**src/rtl/hid_state_regs.sv**
```systemverilog
// CPU-visible register block that holds HID keyboard/mouse state for the host side.
// Shadow registers are committed to the outputs atomically; a watchdog drops devices if firmware stalls.
module hid_state_regs #(
  parameter int unsigned TIMEOUT_CYCLES = 4800000
) (
  input  logic        clk_i,
  input  logic        rstn,
  input  logic        m_sel,
  input  logic [3:0]  m_addr,
  input  logic [31:0] m_data_i,
  output logic [31:0] m_data_o,
  input  logic        m_rd,
  input  logic        m_wr,
  output logic        keyboard_connected,
  output logic        mouse_connected,
  output logic [7:0]  keyboard_modifiers,
  output logic [47:0] keyboard_keycodes,
  output logic [7:0]  mouse_buttons,
  output logic [31:0] mouse_x,
  output logic [31:0] mouse_y,
  output logic [31:0] mouse_wheel,
  output logic        kb_update,
  output logic        ms_update
);

  localparam int unsigned CntW = (TIMEOUT_CYCLES > 2) ? $clog2(TIMEOUT_CYCLES) : 1;
  localparam logic [CntW-1:0] CntLast = CntW'(TIMEOUT_CYCLES - 1);

  logic            r_kb_conn, r_ms_conn, r_timeout;
  logic [7:0]      r_kb_mod, r_ms_btn;
  logic [47:0]     r_kb_keys;
  logic [31:0]     r_mouse_x, r_mouse_y, r_mouse_wheel;
  logic            r_kb_upd, r_ms_upd;
  logic [31:0]     r_kb_sh0, r_ms_sh;
  logic [23:0]     r_kb_sh1;
  logic [CntW-1:0] r_wdog;

  logic            w_kb_conn_d, w_ms_conn_d, w_timeout_d;
  logic [7:0]      w_kb_mod_d, w_ms_btn_d;
  logic [47:0]     w_kb_keys_d;
  logic [31:0]     w_mouse_x_d, w_mouse_y_d, w_mouse_wheel_d;
  logic            w_kb_upd_d, w_ms_upd_d;
  logic [31:0]     w_kb_sh0_d, w_ms_sh_d;
  logic [23:0]     w_kb_sh1_d;
  logic [CntW-1:0] w_wdog_d;

  logic w_wr, w_wr_ctrl;
  logic w_unused_rd;

  assign w_wr        = m_sel & m_wr;
  assign w_wr_ctrl   = w_wr & (m_addr == 4'd0);
  assign w_unused_rd = m_rd;

  always_comb begin
    w_kb_conn_d     = r_kb_conn;
    w_ms_conn_d     = r_ms_conn;
    w_timeout_d     = r_timeout;
    w_kb_mod_d      = r_kb_mod;
    w_kb_keys_d     = r_kb_keys;
    w_ms_btn_d      = r_ms_btn;
    w_mouse_x_d     = r_mouse_x;
    w_mouse_y_d     = r_mouse_y;
    w_mouse_wheel_d = r_mouse_wheel;
    w_kb_upd_d      = 1'b0;
    w_ms_upd_d      = 1'b0;
    w_kb_sh0_d      = r_kb_sh0;
    w_kb_sh1_d      = r_kb_sh1;
    w_ms_sh_d       = r_ms_sh;
    w_wdog_d        = r_wdog;

    if (w_wr && m_addr == 4'd1) w_kb_sh0_d = m_data_i;
    if (w_wr && m_addr == 4'd2) w_kb_sh1_d = m_data_i[23:0];
    if (w_wr && m_addr == 4'd3) w_ms_sh_d  = m_data_i;

    if (w_wr_ctrl) begin
      w_kb_conn_d = m_data_i[0];
      w_ms_conn_d = m_data_i[1];
      w_wdog_d    = '0;
      if (m_data_i[0] | m_data_i[1]) w_timeout_d = 1'b0;

      if (!m_data_i[0]) begin
        w_kb_mod_d  = '0;
        w_kb_keys_d = '0;
      end else if (m_data_i[8]) begin
        w_kb_mod_d  = r_kb_sh0[7:0];
        w_kb_keys_d = {r_kb_sh1, r_kb_sh0[31:8]};
        w_kb_upd_d  = 1'b1;
      end

      if (m_data_i[16]) begin
        w_mouse_x_d     = '0;
        w_mouse_y_d     = '0;
        w_mouse_wheel_d = '0;
      end

      // Clear is applied first so clear+commit leaves just the new deltas.
      if (!m_data_i[1]) begin
        w_ms_btn_d = '0;
      end else if (m_data_i[9]) begin
        w_ms_btn_d      = r_ms_sh[7:0];
        w_mouse_x_d     = w_mouse_x_d + {{24{r_ms_sh[15]}}, r_ms_sh[15:8]};
        w_mouse_y_d     = w_mouse_y_d + {{24{r_ms_sh[23]}}, r_ms_sh[23:16]};
        w_mouse_wheel_d = w_mouse_wheel_d + {{24{r_ms_sh[31]}}, r_ms_sh[31:24]};
        w_ms_upd_d      = 1'b1;
      end
    end else if (r_kb_conn | r_ms_conn) begin
      if (r_wdog == CntLast) begin
        w_kb_conn_d = 1'b0;
        w_ms_conn_d = 1'b0;
        w_kb_mod_d  = '0;
        w_kb_keys_d = '0;
        w_ms_btn_d  = '0;
        w_timeout_d = 1'b1;
        w_wdog_d    = '0;
      end else begin
        w_wdog_d = r_wdog + 1'b1;
      end
    end else begin
      w_wdog_d = '0;
    end
  end

  always_ff @(posedge clk_i or negedge rstn) begin
    if (!rstn) begin
      r_kb_conn     <= 1'b0;
      r_ms_conn     <= 1'b0;
      r_timeout     <= 1'b0;
      r_kb_mod      <= '0;
      r_kb_keys     <= '0;
      r_ms_btn      <= '0;
      r_mouse_x     <= '0;
      r_mouse_y     <= '0;
      r_mouse_wheel <= '0;
      r_kb_upd      <= 1'b0;
      r_ms_upd      <= 1'b0;
      r_kb_sh0      <= '0;
      r_kb_sh1      <= '0;
      r_ms_sh       <= '0;
      r_wdog        <= '0;
    end else begin
      r_kb_conn     <= w_kb_conn_d;
      r_ms_conn     <= w_ms_conn_d;
      r_timeout     <= w_timeout_d;
      r_kb_mod      <= w_kb_mod_d;
      r_kb_keys     <= w_kb_keys_d;
      r_ms_btn      <= w_ms_btn_d;
      r_mouse_x     <= w_mouse_x_d;
      r_mouse_y     <= w_mouse_y_d;
      r_mouse_wheel <= w_mouse_wheel_d;
      r_kb_upd      <= w_kb_upd_d;
      r_ms_upd      <= w_ms_upd_d;
      r_kb_sh0      <= w_kb_sh0_d;
      r_kb_sh1      <= w_kb_sh1_d;
      r_ms_sh       <= w_ms_sh_d;
      r_wdog        <= w_wdog_d;
    end
  end

  always_comb begin
    m_data_o = '0;
    if (m_sel) begin
      case (m_addr)
        4'd0:    m_data_o = {28'b0, r_timeout, 1'b0, r_ms_conn, r_kb_conn};
        4'd1:    m_data_o = r_kb_sh0;
        4'd2:    m_data_o = {8'b0, r_kb_sh1};
        4'd3:    m_data_o = r_ms_sh;
        4'd4:    m_data_o = r_mouse_x;
        4'd5:    m_data_o = r_mouse_y;
        4'd6:    m_data_o = r_mouse_wheel;
        default: m_data_o = '0;
      endcase
    end
  end

  assign keyboard_connected = r_kb_conn;
  assign mouse_connected    = r_ms_conn;
  assign keyboard_modifiers = r_kb_mod;
  assign keyboard_keycodes  = r_kb_keys;
  assign mouse_buttons      = r_ms_btn;
  assign mouse_x            = r_mouse_x;
  assign mouse_y            = r_mouse_y;
  assign mouse_wheel        = r_mouse_wheel;
  assign kb_update          = r_kb_upd;
  assign ms_update          = r_ms_upd;

endmodule

```
**config.mk**
```make
export PLATFORM = sky130hd
export DESIGN_NAME = hid_state_regs
export DESIGN_NICKNAME = d
export VERILOG_FILES = /design/src/rtl/hid_state_regs.sv
export SDC_FILE = /design/constraint.sdc
export NUM_CORES = 1
export LEC_CHECK = 0
export CELL_PAD_IN_SITES_DETAIL_PLACEMENT = 0
export CELL_PAD_IN_SITES_GLOBAL_PLACEMENT = 1
export CORE_ASPECT_RATIO = 1.4
export CORE_MARGIN = 5
export CORE_UTILIZATION = 39
export CTS_CLUSTER_DIAMETER = 100
export DETAILED_ROUTE_END_ITERATION = 8
export DONT_BUFFER_PORTS = 1
export PLACE_DENSITY_LB_ADDON = 0.1
export SLEW_MARGIN = 20
export SYNTH_ARGS = -nofsm -noshare
export SYNTH_HDL_FRONTEND = slang
export SYNTH_SLANG_ARGS = --single-unit
```
**constraint.sdc**
```tcl
create_clock -name clk_i -period 7.4 [get_ports clk_i]
set_input_delay 1.48 -clock clk_i [delete_from_list [all_inputs] [get_ports clk_i]]
set_output_delay 1.48 -clock clk_i [all_outputs]
set_load 0.01 [all_outputs]
```
==> results.json <==
{
  "die_w_um": 184,
  "port-buffer-count": 0,
  "comb_power_share_pct": 15.8,
  "routed-via-count": 13400,
  "post_cts_setup_bufs": 0,
  "grt_first_pass_wirelength_um": 88500,
  "drc": 0,
  "cts_max_path_buffers": 3,
  "half_perimeter_wire_length_after_detailed_placement_um": 43600,
  "postLayoutSetupSlackWorst_ps": 2460,
  "max-vdd-ir-drop_mv": 0.180,
  "synth_cell_type_count": 81,
  "num-nets-final": 1774,
  "achievable-frequency_mhz": 203,
  "seq_power_share_pct": 44.7,
  "grt_antenna_before_repair": 1,
  "drt_first_pass_iters": 8,
  "power_frac_clock_pct": 39.5,
  "top_level_ports": 237,
  "number_of_enable_flip_flop_cells_after_synthesis": 0,
  "cellInternalPower_w": 0.00288,
  "finalWeightedCongestion": 0.881,
  "worst_setup_path_end_kind": "primary output",
  "hold_viol": 0,
  "gr_usage_total_pct": 24.9,
  "max_slew.worst_pin.slew_ps": 1020,
  "cell_area_synth_um2": 16600,
  "min-delay-path-class": "flop to flop",
  "clock_insertion_delay_worst_skew_ps": 580,
  "postSynthCellCount": 1666,
  "clock_skew_ps": 11.2,
  "drtAntennaViolNets": 0,
  "worst_slew_margin_rel_pct": 31.8,
  "critPathSlowestCell": "sky130_fd_sc_hd__and2_1",
  "cts.sink_count": 276,
  "via_per_inst": 6.06,
  "postSynthNetCount": 1804,
  "start_kind": "input pin",
  "cts.repair.resized": 0,
  "grt_pass1_vias": 13000,
  "timing.max_cap.violations": 0,
  "grt_max_degree": 277,
  "cp_data_required_time_ps": 5920,
  "yosysWarningCount": 0,
  "setup.worst_path.class": "input pin to primary output",
  "layout_stage_area_growth_over_the_synthesis_result_pct": 9.99,
  "fraction_of_layout_instances_using_a_drive_strength_above_1_pct": 12.4,
  "cp_data_arrival_time_ps": 3460,
  "pwr_cell_area_nw_per_um2": 228,
  "routed_wirelength_um": 60500,
  "numCtsBuffers": 31,
  "critical-path-top-cell-by-count": "sky130_fd_sc_hd__and2_1",
  "power.switching_w": 0.00127,
  "power.switching_fraction_pct": 30.6,
  "drt-initial-drc-count": 1046,
  "routedWlPerCell_um": 27.4,
  "fp.dieArea_um2": 46700,
  "final.min_clock_period_ps": 4940,
  "clk_root_buffer_cell": "sky130_fd_sc_hd__clkbuf_16",
  "timing.critical_path.slowest_cell_delay_ps": 710,
  "clock_tree_from_tritoncts": "done",
  "timing.final.setup_violations": 0,
  "rsz0062_at_grt": "false",
  "core_um2": 42100,
  "dpl_worst_slack_ps": 2460,
  "die_height_um": 254,
  "floorplan.initialDensity_pct": 39.3,
  "setup_total_negative_slack_ps": 0,
  "synth-main-ff-cell": "sky130_fd_sc_hd__dfrtp_1",
  "leakage_nw": 8.20,
  "ff2ff_setup_slack_ps": 3170,
  "rows": 89,
  "timing.critical_path.cells": "and2_1, and2_1, buf_4, a22oi_1, a31oi_1",
  "grt_overflow_total": 0,
  "ys_async_sr_fraction_pct": 100,
  "cp_max_fo": 16,
  "cts_hold_buffers": 0,
  "outcome": "finished clean",
  "htree_levels": 1,
  "clk_pin_slew_ps": 70,
  "final_min_period_over_clock_period_pct": 66.7,
  "synth.yosys.seq_area_share_pct": 41.7,
  "timing_max_transition_violations_final": 0,
  "yosys_register_bits": 276,
  "fin_worst_hold_slack_ps": 514,
  "synth.avg_cell_area_um2": 9.94
}
## power by group through the flow
stage	registers [W]	logic [W]	clock network (W)
after floorplan	0.00180	0.000513	0
after global placement	0.00188	0.000641	0
after detailed placement	0.00188	0.000651	0
after CTS	0.00186	0.000655	0.00168
after global routing	0.00187	0.000728	0.00173
final	0.00186	0.000656	0.00164
## critical path, delay by kind of cell
kind            cells  cell delay [ps]
buf+inv             1              420
compound gates      2              650
simple gates        2              890
## per-layer routing
| layer | part of all wire, % | global-route usage, % |
|---|---|---|
| met4 | 2.1 | 5.39 |
| met3 | 7.2 | 5.80 |
| met1 | 40 | 31.0 |
| met2 | 51 | 44.0 |
| met5 | 0 | 0 |
## final cells by class
| type | count | area, um^2 |
|---|---|---|
| antenna | 1 | 2.50 |
| clock buffer | 37 | 828 |
| clock inverter | 21 | 244 |
| fill | 4083 | 23900 |
| inverter | 23 | 86.3 |
| multi-input combinational | 1284 | 9320 |
| sequential | 276 | 6910 |
| tap | 546 | 683 |
| timing repair buffer | 20 | 150 |
## worst paths after layout
kind | startpoint | end | depth (start not counted)
min in group asynchronous | rstn | mouse_x[10]$_DFFE_PN0P_ | 0
max | m_addr[0] | m_data_o[18] | 5
min | r_kb_sh0[3]$_DFFE_PN0P_ | keyboard_modifiers[3]$_DFFE_PN0P_ | 1
max reg2reg | r_ms_sh[15]$_DFFE_PN0P_ | mouse_x[28]$_DFFE_PN0P_ | 12
max in group asynchronous | rstn | mouse_x[26]$_DFFE_PN0P_ | 0
min reg2reg | r_kb_sh0[3]$_DFFE_PN0P_ | keyboard_modifiers[3]$_DFFE_PN0P_ | 1
## kinds of logic after synthesis
| kind of cell | share of synthesized area, % |
|---|---|
| mux | 6.23 |
| buf+inv | 2.52 |
| flops | 41.7 |
| compound gates | 23.5 |
| fa+ha+maj | 7.46 |
| simple gates | 13.4 |
| xor+xnor | 5.23 |
## flip-flops by register name (all words and copies together), names as in the netlist
name,cells
keyboard_keycodes,48
mouse_buttons,8
kb_update,1
mouse_wheel,32
mouse_y,32
r_ms_sh,32
r_kb_sh1,24
ms_update,1
keyboard_connected,1
keyboard_modifiers,8
r_kb_sh0,32
r_wdog,23
mouse_x,32
mouse_connected,1
r_timeout,1
## cells in the final DEF (no fill, tap or decap), types with 7 or more instances in the layout
cell	instances
sky130_fd_sc_hd__dfrtp_1	276
sky130_fd_sc_hd__nand2_1	140
sky130_fd_sc_hd__o21ai_0	105
sky130_fd_sc_hd__a21oi_1	98
sky130_fd_sc_hd__nor2b_1	97
sky130_fd_sc_hd__ha_1	94
sky130_fd_sc_hd__mux2_2	88
sky130_fd_sc_hd__a22o_1	81
sky130_fd_sc_hd__a22oi_1	73
sky130_fd_sc_hd__nor2_1	68
sky130_fd_sc_hd__xor2_1	57
sky130_fd_sc_hd__a21o_1	51
sky130_fd_sc_hd__xnor2_1	42
sky130_fd_sc_hd__a31oi_1	34
sky130_fd_sc_hd__clkbuf_16	31
sky130_fd_sc_hd__nand3_1	22
sky130_fd_sc_hd__inv_1	22
sky130_fd_sc_hd__buf_4	20
sky130_fd_sc_hd__o21bai_1	18
sky130_fd_sc_hd__nand4_1	16
sky130_fd_sc_hd__o21ai_1	13
sky130_fd_sc_hd__and3_1	11
sky130_fd_sc_hd__nand2b_1	11
sky130_fd_sc_hd__nor3_1	10
sky130_fd_sc_hd__a222oi_1	10
sky130_fd_sc_hd__a211oi_1	10
sky130_fd_sc_hd__o31ai_1	10
sky130_fd_sc_hd__and2_1	8
sky130_fd_sc_hd__nor3b_1	8
sky130_fd_sc_hd__o21a_1	8
sky130_fd_sc_hd__o211ai_1	7
## metrics by stage
step	std cells	total power (W)	cell area, um^2	util [%]
6_report	2208	0.00415	18200	43.3
5_1_grt	2207	0.00433	18200	43.3
4_1_cts	2207	0.00419	18200	43.3
3_5_place_dp	2149	0.00254	17100	40.7
3_3_place_gp	2149	0.00252	17100	40.7
2_1_floorplan	1666	0.00231	16600	-
## synth_stat cells, drive strengths merged (4+ instances only)
cell type / count / area, um^2
dfrtp: 276 / 6910
nand2: 141 / 529
o21ai: 122 / 618
a21oi: 101 / 517
nor2b: 98 / 613
ha: 94 / 1180
mux2: 89 / 1000
a22o: 81 / 709
a22oi: 73 / 548
nor2: 71 / 274
clkbuf: 64 / 241
xor2: 57 / 499
a21o: 53 / 400
xnor2: 42 / 368
a31oi: 34 / 213
nand3: 23 / 120
inv: 22 / 82.6
buf: 19 / 88.8
o21bai: 18 / 135
nand4: 17 / 113
nor3: 14 / 75.1
and3: 13 / 82.6
o31ai: 12 / 100
nand2b: 11 / 68.8
a211oi: 10 / 75.1
a222oi: 10 / 100
o21a: 9 / 68.8
and2: 8 / 50.1
nor3b: 8 / 60.1
and4: 7 / 63.8
o211ai: 7 / 52.6
nand3b: 5 / 37.5
nor4: 5 / 31.3
o22ai: 5 / 31.3
nor4b: 4 / 41.3
(Power assumes the default switching activity.)
==> variant: new RTL, same flow settings <==
Make the reset (`rstn`) synchronous in one clocked block.
--- a/src/rtl/hid_state_regs.sv
+++ b/src/rtl/hid_state_regs.sv
@@ -122,3 +122,3 @@
 
-  always_ff @(posedge clk_i or negedge rstn) begin
+  always_ff @(posedge clk_i) begin
     if (!rstn) begin
Check against the original RTL: differs if rstn is asserted again (counterexample within 4 cycles, from zero or initial values and one cycle with rstn low); with rstn held inactive, the same outputs for 4 cycles.
==> variant against the original RTL <==
  * Routed wire length decreased by 1.7%
  * Final cell count grew 6.9%
  * Register-to-register slack gained 0.23 ns
  * Die area down 5.2%
  * Synthesized area fell by 5.5%
  * Setup slack better by 0.019 ns
  * First-iteration DRC count is 15% lower
  * Sequential cell count stayed put
  * Design area is 6.0% lower
  * Critical endpoint is now m_data_o[22]
Power is not compared: it rests on default switching activity, and its combinational part moved more than twofold at a synthesized area within 25%.
==> variant: results (changes against the original RTL) <==
status complete, no violations (unchanged); Synth top cells by count 284 x nand2_1, 276 x dfxtp_1, 160 x nor2b_1, 118 x a22oi_1, 107 x clkbuf_1 (was 276 x dfrtp_1, 141 x nand2_1, 106 x o21ai_0, 98 x a21oi_1, 98 x nor2b_1); placed insts 2,307 (was 2,149); Async SR Flop Fraction 0% (was 100%); Setup Skew 0.0173 ns (was 0.0112 ns); hold slack 0.465 ns (was 0.514 ns); RR Endpoint mouse_wheel[30] (was mouse_x[28]); Filler cells 4,011 (was 4,083); Worst EP arrival 3.44 ns (was 3.46 ns); Nets 1,949 (was 1,774); sequential share of the synthesized area 35.3% (was 41.7%); Reg2Reg Depth 13 (was 12); Placement Cell Area 16,100 sq um (was 17,100 sq um); DRT iter0 DRCs 889 (was 1,046); largest net degree at the start of global routing 153 (was 277); CP max FO 18 (was 16); vias per inst 5.87 (was 6.06); syn nets 2,009 (was 1,804); Total GRT Usage 25.8% (was 24.9%); layout cells sized above 1 5.35% (was 12.4%); Post-synth top flop dfxtp_1 (was dfrtp_1); Post-DP HPWL 43,600 um (about the same); initial antenna violation count 0 (was 1); R2R Setup Slk 3.40 ns (was 3.17 ns); Avg Synthesized Cell Area 8.37 sq um (was 9.94 sq um); Antenna Cells 0 (was 1); first-pass detailed-route iteration total 6 (was 8); CP max stage cell nor2_2 (was and2_1); Synth area leaders dfxtp_1 35%, ha_1 7.5%, nand2_1 6.8% (was dfrtp_1 42%, ha_1 7.1%, mux2_2 6.0%); multi-input logic area 9720 sq um (was 9320 sq um)
[variant: cell types whose count changed after synthesis, sizes merged, moves of 11 or more]
cell    before  now
clkbuf      64  107
a21boi       3   90
mux2        89    1
a22o        81   67
buf         19    8
nand2      141  284
a22oi       73  118
dfrtp      276    0
nor2b       98  160
o21ai      122   82
dfxtp        0  276
o21bai      18    7
[variant: logic make-up (layout without fill, tap and decap cells)]
family	after synthesis	after routing	share of synthesized area (%)
AND/OR/NAND/NOR	644	644	19.9
multiplexers	2	2	0.216
buffers and inverters	128	90	3.07
flip-flops	276	276	35.3
AO/OA/AOI/OAI	626	626	28.2
XOR/XNOR	98	98	5.48
adder cells (fa/ha/maj)	97	97	7.90
[variant: worst max-delay path: cells and delay by family]
family	cells	cell delay [ns]
AOI/OAI and AO/OA	2	0.69
buffers and inverters	1	0.41
and+or+nand+nor	2	0.85
[variant: worst max-delay path by stage]
stage,cells past startpoint,end
final,5,m_data_o[22]
after global routing,5,m_data_o[15]
after CTS,5,m_data_o[9]
after detailed placement,13,mouse_wheel[30]
after global placement,13,mouse_wheel[30]
after floorplan,16,mouse_wheel[30]
[variant: metrics by stage]
stage	worst slack [ns]	power, mW
after floorplan	2.21	1.59
after global placement	2.46	1.59
after detailed placement	2.47	1.60
after CTS	2.51	3.14
after global routing	2.48	3.20
final	2.48	3.10
[variant: final cells by class]
type	instances	area share (%)
Clock buffer	38	4.92
Tap cell	528	3.86
Sequential cell	276	32.3
Multi-Input combinational cell	1467	56.8
Timing Repair Buffer	23	1.01
Inverter	13	0.285
Clock inverter	16	0.855
[variant: report_power, final]
part | switching, mW | internal [mW] | leakage [nW]
combinational | 0.0449 | 0.0238 | 3.79
clock | 0.665 | 0.873 | 0.491
sequential | 0.00523 | 1.49 | 2.22
[variant: metal layers]
layer	global-route usage, %	vias to the layer above	routed length (um)
li1	-	6688	-
met1	31.2	6658	23500
met2	44.2	433	28900
met3	7.07	80	5050
met4	8.81	0	2070
met5	0	-	0
